--- src/rtl/segre_mem_arbiter.sv ---
// segre_mem_arbiter: shares the unified Segre memory port between the
// instruction-fetch and data ports. One access in flight at a time; the
// memory strobes and fields are registered and held until mem_ready_i.
// Simultaneous requests are granted round-robin.
module segre_mem_arbiter #(
  parameter int ADDR_W = 32,
  parameter int DATA_W = 32
) (
  input  logic              clk_i,
  input  logic              rsn_i,

  input  logic              if_req_i,
  input  logic [ADDR_W-1:0] if_addr_i,
  output logic [DATA_W-1:0] if_rdata_o,
  output logic              if_valid_o,

  input  logic              dm_req_i,
  input  logic              dm_wr_i,
  input  logic [ADDR_W-1:0] dm_addr_i,
  input  logic [DATA_W-1:0] dm_wdata_i,
  input  logic [1:0]        dm_type_i,
  output logic [DATA_W-1:0] dm_rdata_o,
  output logic              dm_valid_o,

  output logic [ADDR_W-1:0] mem_addr_o,
  output logic [DATA_W-1:0] mem_wr_data_o,
  output logic              mem_rd_o,
  output logic              mem_wr_o,
  output logic [1:0]        mem_data_type_o,
  input  logic [DATA_W-1:0] mem_rd_data_i,
  input  logic              mem_ready_i
);

  typedef enum logic [1:0] {
    IDLE    = 2'd0,
    IF_BUSY = 2'd1,
    DM_BUSY = 2'd2
  } state_e;

  state_e            state_q;
  logic              lastDm_q;
  logic [ADDR_W-1:0] memAddr_q;
  logic [DATA_W-1:0] memWrData_q;
  logic              memRd_q;
  logic              memWr_q;
  logic [1:0]        memType_q;

  logic              grantIf_d;
  logic              grantDm_d;
  logic              ifValid;
  logic              dmValid;

  // Round-robin grant: on contention the port that was not served last wins.
  always_comb begin
    grantDm_d = dm_req_i & (~if_req_i | ~lastDm_q);
    grantIf_d = if_req_i & ~grantDm_d;
  end

  // Arbiter FSM: latch one request in IDLE, hold the strobes until ready.
  always_ff @(posedge clk_i or negedge rsn_i) begin
    if (!rsn_i) begin
      state_q     <= IDLE;
      lastDm_q    <= 1'b0;
      memAddr_q   <= '0;
      memWrData_q <= '0;
      memRd_q     <= 1'b0;
      memWr_q     <= 1'b0;
      memType_q   <= 2'd0;
    end else begin
      case (state_q)
        IDLE: begin
          if (grantDm_d) begin
            state_q     <= DM_BUSY;
            lastDm_q    <= 1'b1;
            memAddr_q   <= dm_addr_i;
            memWrData_q <= dm_wr_i ? dm_wdata_i : '0;
            memRd_q     <= ~dm_wr_i;
            memWr_q     <= dm_wr_i;
            memType_q   <= dm_type_i;
          end else if (grantIf_d) begin
            state_q     <= IF_BUSY;
            lastDm_q    <= 1'b0;
            memAddr_q   <= if_addr_i;
            memWrData_q <= '0;
            memRd_q     <= 1'b1;
            memWr_q     <= 1'b0;
            memType_q   <= 2'd2;
          end
        end
        IF_BUSY, DM_BUSY: begin
          if (mem_ready_i) begin
            state_q     <= IDLE;
            memAddr_q   <= '0;
            memWrData_q <= '0;
            memRd_q     <= 1'b0;
            memWr_q     <= 1'b0;
            memType_q   <= 2'd0;
          end
        end
        default: begin
          state_q <= IDLE;
        end
      endcase
    end
  end

  // Completion is signalled in the ready cycle itself, only to the owner.
  always_comb begin
    ifValid    = (state_q == IF_BUSY) & mem_ready_i;
    dmValid    = (state_q == DM_BUSY) & mem_ready_i;
    if_valid_o = ifValid;
    dm_valid_o = dmValid;
    if_rdata_o = ifValid ? mem_rd_data_i : '0;
    dm_rdata_o = (dmValid & memRd_q) ? mem_rd_data_i : '0;
  end

  assign mem_addr_o      = memAddr_q;
  assign mem_wr_data_o   = memWrData_q;
  assign mem_rd_o        = memRd_q;
  assign mem_wr_o        = memWr_q;
  assign mem_data_type_o = memType_q;

endmodule

--- config.mk ---
export PLATFORM = sky130hd
export DESIGN_NAME = segre_mem_arbiter
export DESIGN_NICKNAME = d
export VERILOG_FILES = /design/src/rtl/segre_mem_arbiter.sv
export SDC_FILE = /design/constraint.sdc
export NUM_CORES = 1
export LEC_CHECK = 0
export CAP_MARGIN = 30
export CORE_MARGIN = 8
export CORE_UTILIZATION = 30
export CTS_CLUSTER_SIZE = 12
export DETAILED_ROUTE_END_ITERATION = 16
export PLACE_DENSITY_LB_ADDON = 0.2
export SLEW_MARGIN = 10
export SYNTH_ARGS = -nofsm -noshare
export SYNTH_HDL_FRONTEND = slang
export SYNTH_SLANG_ARGS = --single-unit
--- constraint.sdc ---
create_clock -name clk_i -period 5.85 [get_ports clk_i]
set_clock_uncertainty 0.2 [all_clocks]
set_input_delay 0.585 -clock clk_i [delete_from_list [all_inputs] [get_ports clk_i]]
set_output_delay 0.585 -clock clk_i [all_outputs]
set_load 0.05 [all_outputs]
==> results of run 1 <==
cells by family (layout without fill, tap and decap cells):
logic type | Yosys count | after routing
compound gates | 44 | 44
fa+ha+maj | 3 | 3
buf+inv | 35 | 298
flops | 71 | 71
mux | 67 | 67
simple gates | 108 | 108
final timing paths:
path	from	to	slack (ns)	cells after the start
worst max-delay path	mem_ready_i	dm_rdata_o[13]	1.99	5
worst min-delay path	rsn_i	mem_wr_data_o[10]	0.05	2
worst max register to register	lastDm_q	mem_addr_o[13]	3.35	4
worst min register to register	mem_addr_o[12]	mem_addr_o[12]	0.29	1
max in group asynchronous	rsn_i	state_q[1]	4.86	3
min in group clk_i	mem_addr_o[12]	mem_addr_o[12]	0.29	1
registers in the layout, summed over array words and instances, names as in the netlist:
signal / cells
mem_addr_o: 32
mem_wr_data_o: 32
mem_data_type_o: 2
state_q: 2
lastDm_q: 1
mem_rd_o: 1
mem_wr_o: 1
worst max-delay path, cell delays in order:
cell and delay [ns]:
clkdlybuf4s50_1 0.46, buf_4 0.27, and3_1 0.71, and2_1 0.23, clkdlybuf4s50_1 0.82
power groups by stage:
stage	clock (mW)	sequential [mW]	combinational, mW
global placement	0	0.769	2.12
detailed placement	0	0.771	2.17
finish	0.613	0.768	2.14
floorplan	0	1.32	0.941
global route	0.657	0.791	2.25
CTS	0.634	0.770	2.16
layout by cell type (no fill, tap or decap), types with 6 or more instances in the layout:
cell type / n
o2bb2ai_1: 32
inv_1: 6
clkbuf_16: 9
and2_1: 34
mux2_4: 10
and3_1: 65
clkdlybuf4s50_1: 268
dfrtp_1: 71
mux2i_1: 33
mux2_2: 24
routing by layer:
layer	vias up	track usage [%]	part of all wire, %
met5	-	0	0.065
met4	2	6.911	2.0
met3	17	5.958	9.7
met2	156	29.81	52
met1	1696	15.97	36
li1	1703	-	-
layout make-up:
cell class | count | area (sq um)
Tap cell | 172 | 215.2
Multi-Input combinational cell | 222 | 1847
Inverter | 6 | 22.52
Clock buffer | 14 | 284.0
Clock inverter | 2 | 60.06
Timing Repair Buffer | 276 | 2768
Sequential cell | 71 | 1777
Fill cell | 1144 | 5544
==> run summary, run 1 <==
Status: complete, no violations
Final Wtd Congestion: 0.8171
Final core occ: 55.71%
Sw Share: 46.43%
Final period util: 66.06%
Internal power: 1.884 mW
Syn avg cell area: 11.59 sq um
Gr usage total: 16.16%
Post-DP HPWL: 10,920 microns
Maximum clock frequency: 258.8 MHz
Crit path kind: input port to output pin
Finished Layout Cells: 763
Post-synthesis compound-gate area fraction: 10.04%
CP startpoint kind: input port
Clock tree buffer depth: 2
Main combinational cell family by area after synthesis: multiplexers
Total grt overflow: 0
Worst Hold Slack: 0.05000 ns
Crit end category: output pin
Initial drt markers: 69
Number of flops mapped to enable cells by yosys: 0
ANT cells: 0
Via count: 3,574
Average wire per standard cell: 18.15 microns
Main synth FF type: dfrtp_1
Post-CTS sizing: 0
Worst Tran Pin Value: 0.9547 ns
Mux contribution to synthesized area: 19.74%
Max Cap Violations: 0
Placed insts: 746
Skew-Pair Late Insertion Delay: 0.31 ns
Power per cell area: 504.3 nW/um^2
DRT antenna net count: 0
Final Instance Area: 6973 sq um
CORE AREA: 12,520 sq um
Die footprint: 16,530 sq um
Sequential area share after synthesis: 46.73%
Reg power frac: 21.8%
Fin. Hold Viols: 0
Net Switching: 1.633 mW
Area grow syn2layout: 83.38%
Leading area contributor after synthesis: dfrtp_1
Cell Area, Placed: 6601 sq um
Hold crit path type: input port to asynchronous set/reset pin
H-tree levels: 3
Setup slack at placement: 1.932 ns
Post-Syn Area: 3802 sq um
Warnings from Yosys: 0
Largest net degree at the start of global routing: 72
Die height: 128.6 microns
Clk root buf: clkbuf_16
Post-synthesis net count: 467
Num rows: 41
Port bufs: 269
Number of setup violations in the final report: 0
Setup bufs post-CTS: 0
Hold buffers post-CTS: 0
Crit path required time: 5.07 ns
VDD IR max: 0.0001987 V
Setup ws final: 1.986 ns
Boundary pin count: 270
Combinational Power Share: 60.7%
Global-route wire length before repair: 20,930 microns
Top cells by count, synth: dfrtp_1, and3_1, and2_1
Maximum fanout along the worst path: 37
Initial core utilization: 30.38%
Pwr Total: 3.516 mW
Clock Power Share: 17.4%
Critical path arrival: 3.08 ns
Avg Vias per Cell: 4.684
Post-synthesis xor/xnor area fraction: 0%
Clock buffer count from CTS: 9
Wirelength, routed: 13,850 microns
TNS Setup: 0 ns
Min Tclk post-route: 3.864 ns
Vias in the first global route: 3,915
Relative max-transition margin: 36.19%
DRT Pass-1 Iters: 4
CTS tree: built
Clock Sinks: 71
Post-synth ARST share: 100.0%
Drt drc: 0
Simple-Gate Fraction of Synth Area: 17.60%
Synth Area in Adders: 0.9872%
Yosys reg bits: 71
Max-slew violation count: 0
Layout cell share with drive strength beyond 1: 10.32%
Distinct cells, synth: 30
Synth top area share: 46.73%
Leakage power: 3.145 nW
RSZ-0062 raised after global routing: false
Die X: 128.6 microns
Initial antenna violation count: 1
Post-synthesis cell count: 328
Final nets: 725
Clock slew at reported path FFs: 0.05 ns
Most numerous cell in the Yosys netlist: dfrtp_1
Synth top area cells: dfrtp_1, and3_1, mux2i_1, o2bb2ai_1, mux2_2
No activity file was read; power rests on OpenSTA's default activity.
==> run 2, diff against run 1 <==
==> constraint.sdc (replaced) <==
create_clock -name clk_i -period 3.1 [get_ports clk_i]
set_clock_uncertainty 0.2 [all_clocks]
set_input_delay 0.31 -clock clk_i [delete_from_list [all_inputs] [get_ports clk_i]]
set_output_delay 0.31 -clock clk_i [all_outputs]
set_load 0.05 [all_outputs]
==> run summary, run 2 (synthesis gave the netlist of run 1 again) <==
Status: complete, no violations
DRT Pass-1 Iters: 4
Crit path required time: 2.59 ns
Boundary pin count: 270
Port bufs: 269
CP startpoint kind: register
Drt drc: 0
Maximum clock frequency: 390.5 MHz
Skew-Pair Late Insertion Delay: 0.33 ns
Die X: 128.6 microns
CTS tree: built
Initial antenna violation count: 1
Commonest non-fill, non-tap cells in the layout: clkdlybuf4s50_1, dfrtp_1, and3_1
H-tree levels: 3
Global-route wire length before repair: 21,790 microns
CP peak stage delay: 0.70 ns
Final Wtd Congestion: 0.7793
TNS Setup: 0 ns
Cell family with most CP delay: adder cells
Post-DP HPWL: 11,350 microns
Number of setup violations in the final report: 0
Initial drt markers: 84
Largest net degree at the start of global routing: 44
Leakage power: 3.360 nW
VDD IR max: 0.0005264 V
Num rows: 41
Total grt overflow: 0
Die footprint: 16,530 sq um
Hold_sp: mem_addr_o[10]
Hold crit path type: register to register
Clock Sinks: 71
Die height: 128.6 microns
Worst setup startpoint: state_q[1]
Maximum fanout along the worst path: 33
Clk root buf: clkbuf_16
Initial core utilization: 30.38%
Final period util: 82.61%
Worst R2R Start: state_q[0]
Most common cell after layout, fill and taps aside: clkdlybuf4s50_1
Final nets: 727
Critical path arrival: 2.05 ns
Max-slew violation count: 0
Register area: 1777 sq um
Clock slew at reported path FFs: 0.05 ns
Relative max-transition margin: 45.68%
Worst Tran Pin Value: 0.8149 ns
WP buf/inv: 2
Via count: 3,569
Vias in the first global route: 3,917
Power per cell area: 927.9 nW/um^2
Crit end category: output pin
Clock buffer count from CTS: 9
CORE AREA: 12,520 sq um
Max Cap Violations: 0
ANT cells: 0
CP max stage cell: ha_1
Avg Vias per Cell: 4.665
RSZ-0062 raised after global routing: false
Crit path kind: register to output pin
Min Tclk post-route: 2.561 ns
Average wire per standard cell: 18.72 microns
Fillers: 1,112
Critical-path cell list: inv_1 > ha_1 > and3_1 > buf_4
Clock tree buffer depth: 2
Final core occ: 57.44%
Multi-input gate area: 1847 sq um
Wirelength, routed: 14,320 microns
Layout cell share with drive strength beyond 1: 21.75%
DRT antenna net count: 0
Gr usage total: 16.88%
Area grow syn2layout: 89.08%
Fin. Hold Viols: 0
-- run 2: cell count changes in the layout (fill, tap and decap cells not counted), sizes merged --
cell / change
clkdlybuf4s50: -66
dlygate4sd3: +1
buf: +67
clkbuf: -4
clkinv: +4
-- run 2: layout make-up --
class / count / share of cell area [%]
sequential: 71 / 24.71
multi-input combinational: 222 / 25.69
timing repair buffer: 278 / 41.80
tap: 172 / 2.993
clock buffer: 10 / 3.324
clock inverter: 6 / 1.166
inverter: 6 / 0.3133
-- run 2: final timing paths --
kind                                     end  slack (ns)  cells past startpoint
max                            if_rdata_o[4]        0.54                      4
min                           mem_addr_o[10]        0.28                      1
max reg2reg                mem_wr_data_o[23]        0.64                      6
min reg2reg                   mem_addr_o[10]        0.28                      1
max in group asynchronous  mem_wr_data_o[22]        1.65                      3
min in group asynchronous  mem_wr_data_o[10]        0.38                      2
-- run 2: worst register-to-register path: cells and delay by family, from the launching register on --
family,cells,cell delay [ns]
flip-flops,1,0.38
adder cells (fa/ha/maj),1,0.40
AND/OR/NAND/NOR,1,0.21
AO/OA/AOI/OAI,1,0.16
multiplexers,1,0.41
buffers and inverters,2,0.58
-- run 2: repair_timing --
| item | in CTS | in global routing |
|---|---|---|
| buffers inserted | 0 | 0 |
| hold endpoints to repair | 30 | 0 |
| gates resized for setup | 0 | 0 |
| hold buffers | 1 | 0 |
-- run 2: stage by stage --
stage | total power [mW] | hold WS (ns) | cell area [sq um] | setup WS, ns | instances
floorplan | 4.275 | -0.1856 | 3802 | 0.9396 | 328
global placement | 5.547 | 0.1975 | 6857 | 0.6357 | 748
detailed placement | 5.609 | 0.2069 | 6857 | 0.5923 | 748
CTS | 6.736 | 0.2899 | 7189 | 0.5340 | 765
global route | 6.998 | 0.3065 | 7189 | 0.3416 | 765
finish | 6.671 | 0.2824 | 7189 | 0.5390 | 765
-- run 2: power by group --
group,switching (mW),total [mW],internal [mW]
logic,2.56,4.11,1.54
clock network,0.384,1.11,0.723
registers,0.194,1.46,1.26
-- run 2: routing by layer --
metal	wire, microns	track usage (%)	part of all wire (%)
met2	7403	30.52	52
met1	5310	17.51	37
met4	280	6.911	2.0
met3	1312	5.875	9.2
met5	10	0	0.070
==> run 3, diff against run 2 <==
==> constraint.sdc (replaced) <==
create_clock -name clk_i -period 2.28 [get_ports clk_i]
set_clock_uncertainty 0.2 [all_clocks]
set_input_delay 0.228 -clock clk_i [delete_from_list [all_inputs] [get_ports clk_i]]
set_output_delay 0.228 -clock clk_i [all_outputs]
set_load 0.05 [all_outputs]
==> run summary, run 3 (synthesis gave the netlist of run 1 again) <==
Status: complete, no violations
CP max stage cell: dfrtp_1
Die footprint: 16,530 sq um
Max Cap Violations: 0
VDD IR max: 0.0007166 V
Crit path kind: register to register
Post-DP HPWL: 11,620 microns
Initial antenna violation count: 0
RSZ-0062 raised after global routing: false
Clk root buf: clkbuf_16
Crit end category: register
Die height: 128.6 microns
Most common cell after layout, fill and taps aside: clkdlybuf4s50_1
Min Tclk post-route: 2.131 ns
WP buf/inv: 2
Die X: 128.6 microns
Port bufs: 269
Max-slew violation count: 0
Num rows: 41
Final period util: 93.47%
Wirelength, routed: 14,700 microns
Average wire per standard cell: 19.11 microns
ANT cells: 0
Fin. Hold Viols: 0
Layout cell share with drive strength beyond 1: 22.45%
Total grt overflow: 0
Avg Vias per Cell: 4.684
Gr usage total: 17.15%
Global-route wire length before repair: 22,090 microns
Maximum clock frequency: 469.2 MHz
Commonest non-fill, non-tap cells in the layout: clkdlybuf4s50_1, buf_12, dfrtp_1
H-tree levels: 3
Crit path required time: 2.29 ns
Area grow syn2layout: 102.6%
Hold crit path type: input port to asynchronous set/reset pin
Placed insts: 753
Skew-Pair Late Insertion Delay: 0.32 ns
Initial core utilization: 30.38%
Clock Sinks: 71
Finished Layout Cells: 769
Power per cell area: 1208 nW/um^2
Boundary pin count: 270
Cell family with most CP delay: flip-flops
Worst Tran Pin Value: 0.5481 ns
CP startpoint kind: register
Clock tree buffer depth: 2
CORE AREA: 12,520 sq um
Setup bufs post-CTS: 0
Via count: 3,602
Drt drc: 0
Leakage power: 3.486 nW
Critical path arrival: 2.14 ns
Vias in the first global route: 4,006
Clock slew at reported path FFs: 0.05 ns
Largest net degree at the start of global routing: 72
DRT antenna net count: 0
TNS Setup: 0 ns
Number of setup violations in the final report: 0
Maximum fanout along the worst path: 35
CP peak stage delay: 0.39 ns
Initial drt markers: 117
Critical-path cell list: inv_2 > ha_1 > nor2b_1 > a211oi_4 > buf_12 > mux2_2
Relative max-transition margin: 63.35%
DRT Pass-1 Iters: 4
Final nets: 733
CTS tree: built
Clock buffer count from CTS: 9
Final Wtd Congestion: 0.7471
## run 3: changes by cell type in the layout (fill, tap and decap cells not counted), sizes merged
cell	delta
clkbuf	+4
clkinv	-3
bufinv	-2
buf	+5
## run 3: tightest hold or removal path, cell delays in order
cell and delay [ns]:
dlygate4sd3_1 0.53, buf_2 0.12, buf_12 0.31
## run 3: timing repair
action                                 in CTS  in global routing
hold buffers                                1                  0
setup endpoints to repair                   0                 25
endpoints found under the hold margin      71                  0
resized for setup                           0                  4
## run 3: path summary, 6_finish.rpt
kind | from | end | slack (ns) | depth (start not counted)
max reg2reg | state_q[0] | mem_wr_data_o[7] | 0.15 | 6
min in group clk_i | mem_addr_o[6] | mem_addr_o[6] | 0.29 | 1
max | state_q[0] | mem_wr_data_o[7] | 0.15 | 6
min reg2reg | mem_addr_o[6] | mem_addr_o[6] | 0.29 | 1
max in group asynchronous | rsn_i | mem_wr_data_o[4] | 1.29 | 3
min | rsn_i | mem_wr_data_o[22] | 0.27 | 3
## run 3: power by group
part | internal [mW] | switching, mW
Combinational | 2.48 | 3.57
Clock | 0.781 | 0.477
Sequential | 1.72 | 0.266
## run 3: final cells by class
type                       instances  area [sq um]
fill                            1031          4815
timing repair buffer             284          3568
multi-input combinational        222          1854
sequential                        71          1777
clock buffer                      13         260.3
tap                              172         215.2
inverter                           6         22.52
clock inverter                     1         5.005
## run 3: per-stage QoR
| stage | util [%] | total power [mW] | hold slack [ns] | setup slack, ns | area, sq um |
|---|---|---|---|---|---|
| floorplan | - | 5.813 | -0.2676 | 0.1196 | 3802 |
| global placement | 59.08 | 8.002 | 0.08265 | 0.1811 | 7395 |
| detailed placement | 59.08 | 8.097 | 0.08698 | 0.1232 | 7395 |
| CTS | 61.28 | 9.390 | 0.2672 | 0.06705 | 7670 |
| global route | 61.54 | 9.748 | 0.2985 | 0.02813 | 7702 |
| finish | 61.54 | 9.302 | 0.2688 | 0.1488 | 7702 |
## run 3: per-layer routing
| layer | routed length [microns] | part of all wire [%] | vias up | track usage (%) |
|---|---|---|---|---|
| met2 | 7772 | 53 | 158 | 31.07 |
| met4 | 320 | 2.2 | 0 | 7.533 |
| met3 | 1230 | 8.4 | 24 | 5.420 |
| li1 | - | - | 1715 | - |
| met5 | 0 | 0 | - | 0 |
| met1 | 5374 | 37 | 1705 | 17.86 |
